File: src/rtl/fifo_wr_arbiter_pkg.sv
// Shared encodings for the FIFO write-port arbiter: FSM states and owner codes.
package fifo_wr_arbiter_pkg;

  typedef enum logic [1:0] {
    StIdle  = 2'd0,
    StLock0 = 2'd1,
    StLock1 = 2'd2
  } state_e;

  localparam logic [1:0] OwnerNone = 2'b00;
  localparam logic [1:0] OwnerSrc0 = 2'b01;
  localparam logic [1:0] OwnerSrc1 = 2'b10;

endpackage

File: src/rtl/fifo_wr_arbiter_rr.sv
// Two-way round-robin pick: a lone request always wins, a tie goes to rr_next.
module fifo_wr_arbiter_rr (
  input  logic [1:0] req,
  input  logic       rr_next,
  output logic [1:0] grant
);

  always_comb begin
    grant = req;
    if (req == 2'b11) begin
      grant = rr_next ? 2'b10 : 2'b01;
    end
  end

endmodule

File: src/rtl/fifo_wr_arbiter.sv
// Packet-locked round-robin arbiter sharing the BRAM FIFO write port between two byte sources.
// Optional statistics counters are built when FIFO_WR_ARBITER_STATS_EN is defined.
module fifo_wr_arbiter
  import fifo_wr_arbiter_pkg::*;
#(
  parameter int unsigned DATA_WIDTH = 8,
  parameter int unsigned MAX_PKT    = 64,
  parameter int unsigned CNT_WIDTH  = 16
) (
  input  logic                  clk,
  input  logic                  rst,
  input  logic                  s0_valid,
  input  logic [DATA_WIDTH-1:0] s0_data,
  input  logic                  s0_last,
  output logic                  s0_ready,
  input  logic                  s1_valid,
  input  logic [DATA_WIDTH-1:0] s1_data,
  input  logic                  s1_last,
  output logic                  s1_ready,
  output logic                  fifo_wr_dv,
  output logic [DATA_WIDTH-1:0] fifo_wr_DATA,
  input  logic                  fifo_wr_full,
`ifdef FIFO_WR_ARBITER_STATS_EN
  output logic [CNT_WIDTH-1:0]  s0_pkt_cnt,
  output logic [CNT_WIDTH-1:0]  s1_pkt_cnt,
  output logic [CNT_WIDTH-1:0]  stall_cnt,
`endif
  output logic [1:0]            owner,
  output logic                  wdog_err
);

  localparam int unsigned CW = $clog2(MAX_PKT + 1);
  localparam logic [CW-1:0] MaxPktC = CW'(MAX_PKT);

  state_e        state_q, state_d;
  logic          rr_q, rr_d;
  logic [CW-1:0] cnt_q, cnt_d;
  logic          wdog_q, wdog_d;
  logic [1:0]    grant;
  logic          acc0, acc1;

  fifo_wr_arbiter_rr u_rr (
    .req     ({s1_valid, s0_valid}),
    .rr_next (rr_q),
    .grant   (grant)
  );

  always_ff @(posedge clk or posedge rst) begin
    if (rst) begin
      state_q <= StIdle;
      rr_q    <= 1'b0;
      cnt_q   <= '0;
      wdog_q  <= 1'b0;
    end else begin
      state_q <= state_d;
      rr_q    <= rr_d;
      cnt_q   <= cnt_d;
      wdog_q  <= wdog_d;
    end
  end

  // Readies are gated by rst so an in-flight packet sees its lock vanish immediately.
  always_comb begin
    s0_ready = 1'b0;
    s1_ready = 1'b0;
    owner    = OwnerNone;
    case (state_q)
      StIdle: begin
        s0_ready = grant[0] & ~fifo_wr_full;
        s1_ready = grant[1] & ~fifo_wr_full;
      end
      StLock0: begin
        s0_ready = ~fifo_wr_full;
        owner    = OwnerSrc0;
      end
      StLock1: begin
        s1_ready = ~fifo_wr_full;
        owner    = OwnerSrc1;
      end
      default: ;
    endcase
    if (rst) begin
      s0_ready = 1'b0;
      s1_ready = 1'b0;
    end
  end

  assign acc0         = s0_valid & s0_ready;
  assign acc1         = s1_valid & s1_ready;
  assign fifo_wr_dv   = acc0 | acc1;
  assign fifo_wr_DATA = acc0 ? s0_data : (acc1 ? s1_data : '0);
  assign wdog_err     = wdog_q;

  always_comb begin
    state_d = state_q;
    rr_d    = rr_q;
    cnt_d   = cnt_q;
    wdog_d  = 1'b0;
    case (state_q)
      StIdle: begin
        if (acc0) begin
          if (s0_last) begin
            rr_d = 1'b1;
          end else begin
            state_d = StLock0;
            cnt_d   = CW'(1);
          end
        end else if (acc1) begin
          if (s1_last) begin
            rr_d = 1'b0;
          end else begin
            state_d = StLock1;
            cnt_d   = CW'(1);
          end
        end
      end
      StLock0, StLock1: begin
        if (acc0 | acc1) begin
          if ((acc0 & s0_last) | (acc1 & s1_last)) begin
            state_d = StIdle;
            rr_d    = acc0;
            cnt_d   = '0;
          end else if (cnt_q + CW'(1) == MaxPktC) begin
            state_d = StIdle;
            rr_d    = acc0;
            cnt_d   = '0;
            wdog_d  = 1'b1;
          end else begin
            cnt_d = cnt_q + CW'(1);
          end
        end
      end
      default: state_d = StIdle;
    endcase
  end

`ifdef FIFO_WR_ARBITER_STATS_EN
  always_ff @(posedge clk or posedge rst) begin
    if (rst) begin
      s0_pkt_cnt <= '0;
      s1_pkt_cnt <= '0;
      stall_cnt  <= '0;
    end else begin
      if (acc0 & s0_last) s0_pkt_cnt <= s0_pkt_cnt + CNT_WIDTH'(1);
      if (acc1 & s1_last) s1_pkt_cnt <= s1_pkt_cnt + CNT_WIDTH'(1);
      if ((s0_valid | s1_valid) & fifo_wr_full) stall_cnt <= stall_cnt + CNT_WIDTH'(1);
    end
  end
`endif

endmodule

File: config.mk
export PLATFORM = sky130hd
export DESIGN_NAME = fifo_wr_arbiter
export DESIGN_NICKNAME = d
export VERILOG_FILES = /design/src/rtl/fifo_wr_arbiter_pkg.sv /design/src/rtl/fifo_wr_arbiter_rr.sv /design/src/rtl/fifo_wr_arbiter.sv
export SDC_FILE = /design/constraint.sdc
export NUM_CORES = 1
export LEC_CHECK = 0
export ABC_AREA = 1
export BUFFER_PORTS_ARGS = -buffer_cell sky130_fd_sc_hd__buf_4
export CORE_MARGIN = 2
export CORE_UTILIZATION = 40
export CTS_CLUSTER_SIZE = 10
export DETAILED_ROUTE_END_ITERATION = 7
export PLACE_DENSITY = 0.66
export SYNTH_ARGS = -nofsm -noshare
export SYNTH_HDL_FRONTEND = slang
export SYNTH_SLANG_ARGS = --single-unit
File: constraint.sdc
create_clock -name clk -period 4.7 [get_ports clk]
set_clock_uncertainty 0.2 [all_clocks]
set_input_delay 0.235 -clock clk [delete_from_list [all_inputs] [get_ports clk]]
set_output_delay 0.235 -clock clk [all_outputs]
set_load 0.1 [all_outputs]
==> flow_summary.yaml, run 1 <==
outcome:
  status: "finished clean"
critical_path:
  critPathKind: "register to primary output"
  critPathMaxStageDelay_ns: 0.41
  reg2reg_depth: 13
  end_kind: "primary output"
  critPathMaxFanout: 9
  start_kind: "register"
  critical_path.cell_chain: "inv_1 > ha_1 > nand2_1 > clkinv_1 > nand2_1 > nand2_2 > nand2_1 > inv_1 > nand3_1 > o21ai_0 > buf_4"
  crit_arrival_ns: 2.33
  critical_path_depth: 11
  crit_path_frequent_cell: "nand2_1"
  cpLargestDelayFamily: "buffers and inverters"
  crit_slowest_cell: "dfrtp_1"
  crit_buf_inv: 4
  required_ns: 4.26
timing:
  finalSetupViolCount: 0
  worst_slack_ns: 1.94
  finalHoldViolCount: 0
  rsz0062_at_grt: "no"
  max_freq_mhz: 362
  slew_viol_final: 0
  setup_tns_ns: 0
  slew_headroom_pct: 69.6
  fin_crit_sh_pct: 58.7
  worst_pin_slew_ns: 0.456
  post-route-min-period_ns: 2.76
routing:
  num_vias: 1157
  antenna_left: 0
  wl_per_cell_um: 10.9
  viasPerCell: 4.88
  drc: 0
  initialDrtViolationCount: 23
  drtPass1Iterations: 4
  wirelength_mm: 2.59
clock_tree:
  clk_latency_ns: 0.27
  cts.repair.resized: 0
  cts.sink_count: 11
  htree_levels: 1
  cts_tree: "done"
  cts_buffer_depth: 2
  path_clk_slew_ns: 0.07
  cts_buffers: 3
  cts-root-buf: "clkbuf_4"
synthesis:
  synthTopCellsByArea: "dfrtp_1, nand2_1, inv_1"
  synth_cells: 167
  synth_top_cell_area_share_pct: 24.9
  syn_area_um2: 1110
  synth_nets: 197
  ys_ff_latch: 11
  synth_area_leader_cell: "dfrtp_1"
  synth.avg_cell_area_um2: 6.63
  ys_types: 24
  ys_seq_area_share_pct: 24.9
  yosysWarnings: 0
run:
  maxCapViolations: 0
power:
  pwr_density_cell_nw_per_um2: 475
  peakVddDrop_v: 0.000249
  leakagePower_nw: 0.796
  power_w: 0.000676
cells_and_area:
  fillers: 270
  final_cells: 237
  layout_common_cells: "nand2_1, buf_4, inv_1"
  antenna_cells: 0
  final_common_cell: "nand2_1"
  final_layout_size_suffix_gt1_share_pct: 32.0
  nets: 237
  area_growth_pct: 28.4
grt:
  grt_overflow: 0
  grt_usage_pct: 17.5
  antenna_found_initial: 0
  grt_pass1_vias: 1120
  grt_pass1_wl_mm: 4.55
  grt_max_degree: 14
min_path:
  hold_depth: 4
  min-delay-path-class: "input pin to register"
floorplan:
  start_util_pct: 41.2
  row_count: 19
  pin_count: 37
  dieArea_um2: 3210
  die_w_um: 56.6
  fp.dieH_um: 56.6
  core-area_um2: 2690
placed_design:
  gp_congestion: 0.779
  dpl.hpwl_mm: 2.12
  dp_cells: 232
  post-place-ws_ns: 2.23
  port_buffers: 36
-- layout make-up --
cell class | instances | area [um2] | share of cell area [%]
clock buffer | 4 | 26.3 | 1.85
inverter | 33 | 126 | 8.89
multi-input combinational | 121 | 674 | 47.4
sequential | 11 | 275 | 19.4
tap | 31 | 38.8 | 2.73
timing repair buffer | 37 | 280 | 19.7
-- through the flow --
step / cell area (um2) / utilization, % / hold WS, ns
6_report: 1420 / 52.9 / 0.0869
5_1_grt: 1420 / 52.9 / 0.107
4_1_cts: 1420 / 52.9 / 0.0780
3_5_place_dp: 1390 / 51.6 / 0.102
3_3_place_gp: 1390 / 51.6 / 0.0960
2_1_floorplan: 1110 / - / -0.113
-- kinds of logic after synthesis --
| logic type | Yosys count | synth area share (%) |
|---|---|---|
| AOI/OAI and AO/OA | 16 | 9.49 |
| DFF | 11 | 24.9 |
| buffers and inverters | 35 | 14.2 |
| adders and majority gates | 7 | 7.91 |
| and+or+nand+nor | 98 | 43.5 |
-- report_power, final --
group | switching, W | internal (W)
Sequential | 0.0000344 | 0.000125
Clock | 0.0000329 | 0.0000328
Combinational | 0.000319 | 0.000131
-- timing repair --
action	in CTS	in global routing
hold buffers	1	0
endpoints found under the hold margin	11	0
buffers inserted	0	0
setup endpoints to repair	0	0
-- registers in the layout, summed over array words and instances (netlist names) --
name / count
cnt_q: 7
rr_q: 1
state_q: 2
wdog_err: 1
-- worst paths after layout --
check	startpoint	endpoint	slack, ns
worst max-delay path	state_q[1]	fifo_wr_DATA[7]	1.94
worst min register to register	rr_q	rr_q	0.33
max in group asynchronous	rst	wdog_err	3.65
min in group asynchronous	rst	state_q[1]	0.34
worst max register to register	state_q[1]	cnt_q[0]	2.29
worst min-delay path	s0_last	state_q[0]	0.09
-- routing by layer --
layer | GRT usage (%) | up-vias | part of all wire [%]
li1 | - | 599 | -
met1 | 21.1 | 521 | 43
met2 | 30.9 | 35 | 51
met5 | 0 | - | 0
met4 | 7.14 | 0 | 1.1
met3 | 2.30 | 2 | 5.1
-- worst reg2reg max path: cells and delay by family, from the launching register on --
kind / cells / cell delay (ns)
flip-flops: 1 / 0.41
adder cells (fa/ha/maj): 1 / 0.38
AO/OA/AOI/OAI: 1 / 0.08
buffers and inverters: 3 / 0.28
AND/OR/NAND/NOR: 8 / 0.95
-- synthesized netlist by cell type, drive strengths merged --
cell type,instances
nor3,1
or2,1
ha,7
inv,32
buf,2
nand4,6
dfrtp,11
nor2,16
nand3,15
o21ai,15
clkinv,1
a21boi,1
nand3b,1
nand2,58
Power figures use the tool's default switching activity.
==> run 2, diff against run 1 <==
--- a/config.mk
+++ b/config.mk
@@ -5,13 +5,13 @@
 export SDC_FILE = /design/constraint.sdc
 export NUM_CORES = 1
 export LEC_CHECK = 0
-export ABC_AREA = 1
+export ABC_AREA = 0
 export BUFFER_PORTS_ARGS = -buffer_cell sky130_fd_sc_hd__buf_4
 export CORE_MARGIN = 2
 export CORE_UTILIZATION = 40
 export CTS_CLUSTER_SIZE = 10
 export DETAILED_ROUTE_END_ITERATION = 7
-export PLACE_DENSITY = 0.66
+export PLACE_DENSITY = 0.68
 export SYNTH_ARGS = -nofsm -noshare
 export SYNTH_HDL_FRONTEND = slang
 export SYNTH_SLANG_ARGS = --single-unit
==> constraint.sdc (replaced) <==
create_clock -name clk -period 2.7 [get_ports clk]
set_clock_uncertainty 0.2 [all_clocks]
set_input_delay 0.135 -clock clk [delete_from_list [all_inputs] [get_ports clk]]
set_output_delay 0.135 -clock clk [all_outputs]
set_load 0.1 [all_outputs]
==> flow_summary.yaml, run 2 <==
placed_design:
  gp_congestion: 0.799
  port_buffers: 36
  dpl.hpwl_mm: 2.09
power:
  pwr-share-comb_pct: 72.4
  swShare_pct: 55.6
  power_switching_w: 0.000739
  power_frac_clock_pct: 9.0
  leakagePower_nw: 0.644
  peakVddDrop_v: 0.000697
  internal_power_w: 0.000591
  sequentialPowerShare_pct: 18.6
  pwr_density_cell_nw_per_um2: 929
clock_tree:
  cts_buffers: 3
  cts_setup_buffers: 0
  path_clk_slew_ns: 0.07
  htree_levels: 1
  cts.sink_count: 11
  cts_buffer_depth: 2
  cts_tree: "done"
  clk_latency_ns: 0.28
  cts-root-buf: "clkbuf_4"
synthesis:
  synth.most_common_cell: "nand2_1"
  synth_fa_ha_area_share_pct: 9.22
  synthMuxAreaShare_pct: 0
  syn_area_um2: 950
  synth_cells: 113
  synthTopCellsByCount: "nand2_1, dfrtp_1, nor2_1, o21ai_0, a22o_1"
  ys_types: 39
  synth_compound_area_share_pct: 36.1
  ys_seq_area_share_pct: 29.0
  synthXorXnorAreaFrac_pct: 1.84
  synthFlopType: "dfrtp_1"
  async_flop_share_pct: 100
  synth_simple_gate_area_share_pct: 20.3
  synth_top_family_by_area: "compound AO/OA/AOI/OAI gates"
  synth-edff-count: 0
  yosysWarnings: 0
  synth_area_leader_cell: "dfrtp_1"
  synth_nets: 143
  synth.avg_cell_area_um2: 8.40
  synthTopCellsByArea: "dfrtp_1, ha_1, a22o_1"
  synth_top_cell_area_share_pct: 29.0
  ys_ff_latch: 11
timing:
  hold-worst-slack_ns: 0.0699
  worst_pin_slew_ns: 0.787
  slew_viol_final: 0
  finalHoldViolCount: 0
  fin_crit_sh_pct: 95.7
  slew_headroom_pct: 46.9
  post-route-min-period_ns: 2.58
  rsz0062_at_grt: "no"
  max_freq_mhz: 387
  finalSetupViolCount: 0
  setup_tns_ns: 0
grt:
  grt_max_degree: 12
  grt_pass1_vias: 1050
  grt_pass1_wl_mm: 4.41
  grt_usage_pct: 21.7
  antenna_found_initial: 0
  grt_overflow: 0
critical_path:
  end_kind: "primary output"
  start_kind: "register"
  crit_arrival_ns: 2.25
  r2r_setup_slack_ns: 0.17
  critPathMaxFanout: 10
  reg2reg_from: "state_q[1]"
  critPathKind: "register to primary output"
  required_ns: 2.37
  reg2reg_depth: 8
  r2r_end: "cnt_q[4]"
routing:
  viasPerCell: 5.77
  num_vias: 1067
  antenna_left: 0
  wl_per_cell_um: 14.6
  initialDrtViolationCount: 21
  drc: 0
  drtPass1Iterations: 4
  wirelength_mm: 2.70
floorplan:
  core-area_um2: 2230
  pin_count: 37
  start_util_pct: 42.5
  row_count: 17
  fp.dieH_um: 52.7
  dieArea_um2: 2780
  die_w_um: 52.7
cells_and_area:
  layout_common_cells: "buf_4, nand2_1, dfrtp_1"
  final_common_cell: "buf_4"
  antenna_cells: 0
  largest_register_ffs: 7
  reg_top3: "cnt_q (7), state_q (2)"
  max_flop_register: "cnt_q"
  nets: 188
  area_growth_pct: 50.7
  fillers: 190
  final_layout_size_suffix_gt1_share_pct: 33.8
min_path:
  hold_end: "state_q[0]"
  min-delay-path-class: "input pin to register"
  hold_depth: 5
  min-delay-start: "s0_valid"
outcome:
  status: "finished clean"
run:
  maxCapViolations: 0
[run 2: power by group through the flow]
stage | Sequential [W] | Combinational, W | Clock (W)
after floorplan | 0.000235 | 0.000686 | 0
after global placement | 0.000244 | 0.000887 | 0
after detailed placement | 0.000248 | 0.000903 | 0
after CTS | 0.000245 | 0.000909 | 0.000123
after global routing | 0.000251 | 0.00103 | 0.000131
final | 0.000248 | 0.000963 | 0.000120
[run 2: worst max-delay path by stage]
stage | from | endpoint | slack (ns) | depth (start not counted)
final | state_q[1] | fifo_wr_DATA[4] | 0.12 | 9
after global routing | state_q[1] | fifo_wr_DATA[4] | 0.004 | 9
after CTS | state_q[1] | fifo_wr_DATA[4] | 0.03 | 9
after detailed placement | state_q[1] | cnt_q[4] | 0.19 | 8
after global placement | state_q[1] | cnt_q[4] | 0.29 | 8
after floorplan | state_q[0] | s1_ready | 0.12 | 5
[run 2: timing repair]
action | 4_1_cts | 5_1_grt
gates resized for setup | 0 | 20
hold buffers | 2 | 0
hold endpoints to repair | 12 | 0
endpoints found under the setup margin | 0 | 8
[run 2: cell type report]
class | instances | area [um2] | area share, %
Tap cell | 28 | 35.0 | 2.45
Timing Repair Buffer | 43 | 397 | 27.7
Clock buffer | 4 | 26.3 | 1.84
Sequential cell | 11 | 275 | 19.2
Multi-Input combinational cell | 93 | 676 | 47.2
Inverter | 6 | 22.5 | 1.57
[run 2: critical path, cell delays in order, from the launching register on]
cell	delay, ns
dfrtp_1	0.41
inv_1	0.10
ha_1	0.21
a21boi_4	0.15
o211a_4	0.27
buf_6	0.15
nor2_1	0.11
buf_4	0.17
a22o_1	0.20
buf_12	0.19
[run 2: metal layers]
layer	GRT usage, %	up-vias	wire, um
met5	0	-	0
met4	10.3	0	40
li1	-	522	-
met1	26.3	500	1150
met2	35.6	40	1340
met3	5.14	5	172
[run 2: logic make-up (layout without fill, tap and decap cells)]
logic type | after synthesis | after routing
compound gates | 44 | 44
xor+xnor | 2 | 2
fa+ha+maj | 7 | 7
buf+inv | 9 | 53
flops | 11 | 11
simple gates | 40 | 40
[run 2: per-stage QoR]
step / power [W] / cells / cell area (um2) / setup slack [ns] / util [%]
detailed placement: 0.00115 / 179 / 1290 / 0.193 / 57.8
global placement: 0.00113 / 179 / 1290 / 0.288 / 57.8
finish: 0.00133 / 185 / 1430 / 0.117 / 64.1
global route: 0.00142 / 185 / 1430 / 0.00370 / 64.1
CTS: 0.00128 / 185 / 1340 / 0.0313 / 59.9
floorplan: 0.000921 / 113 / 960 / 0.122 / -
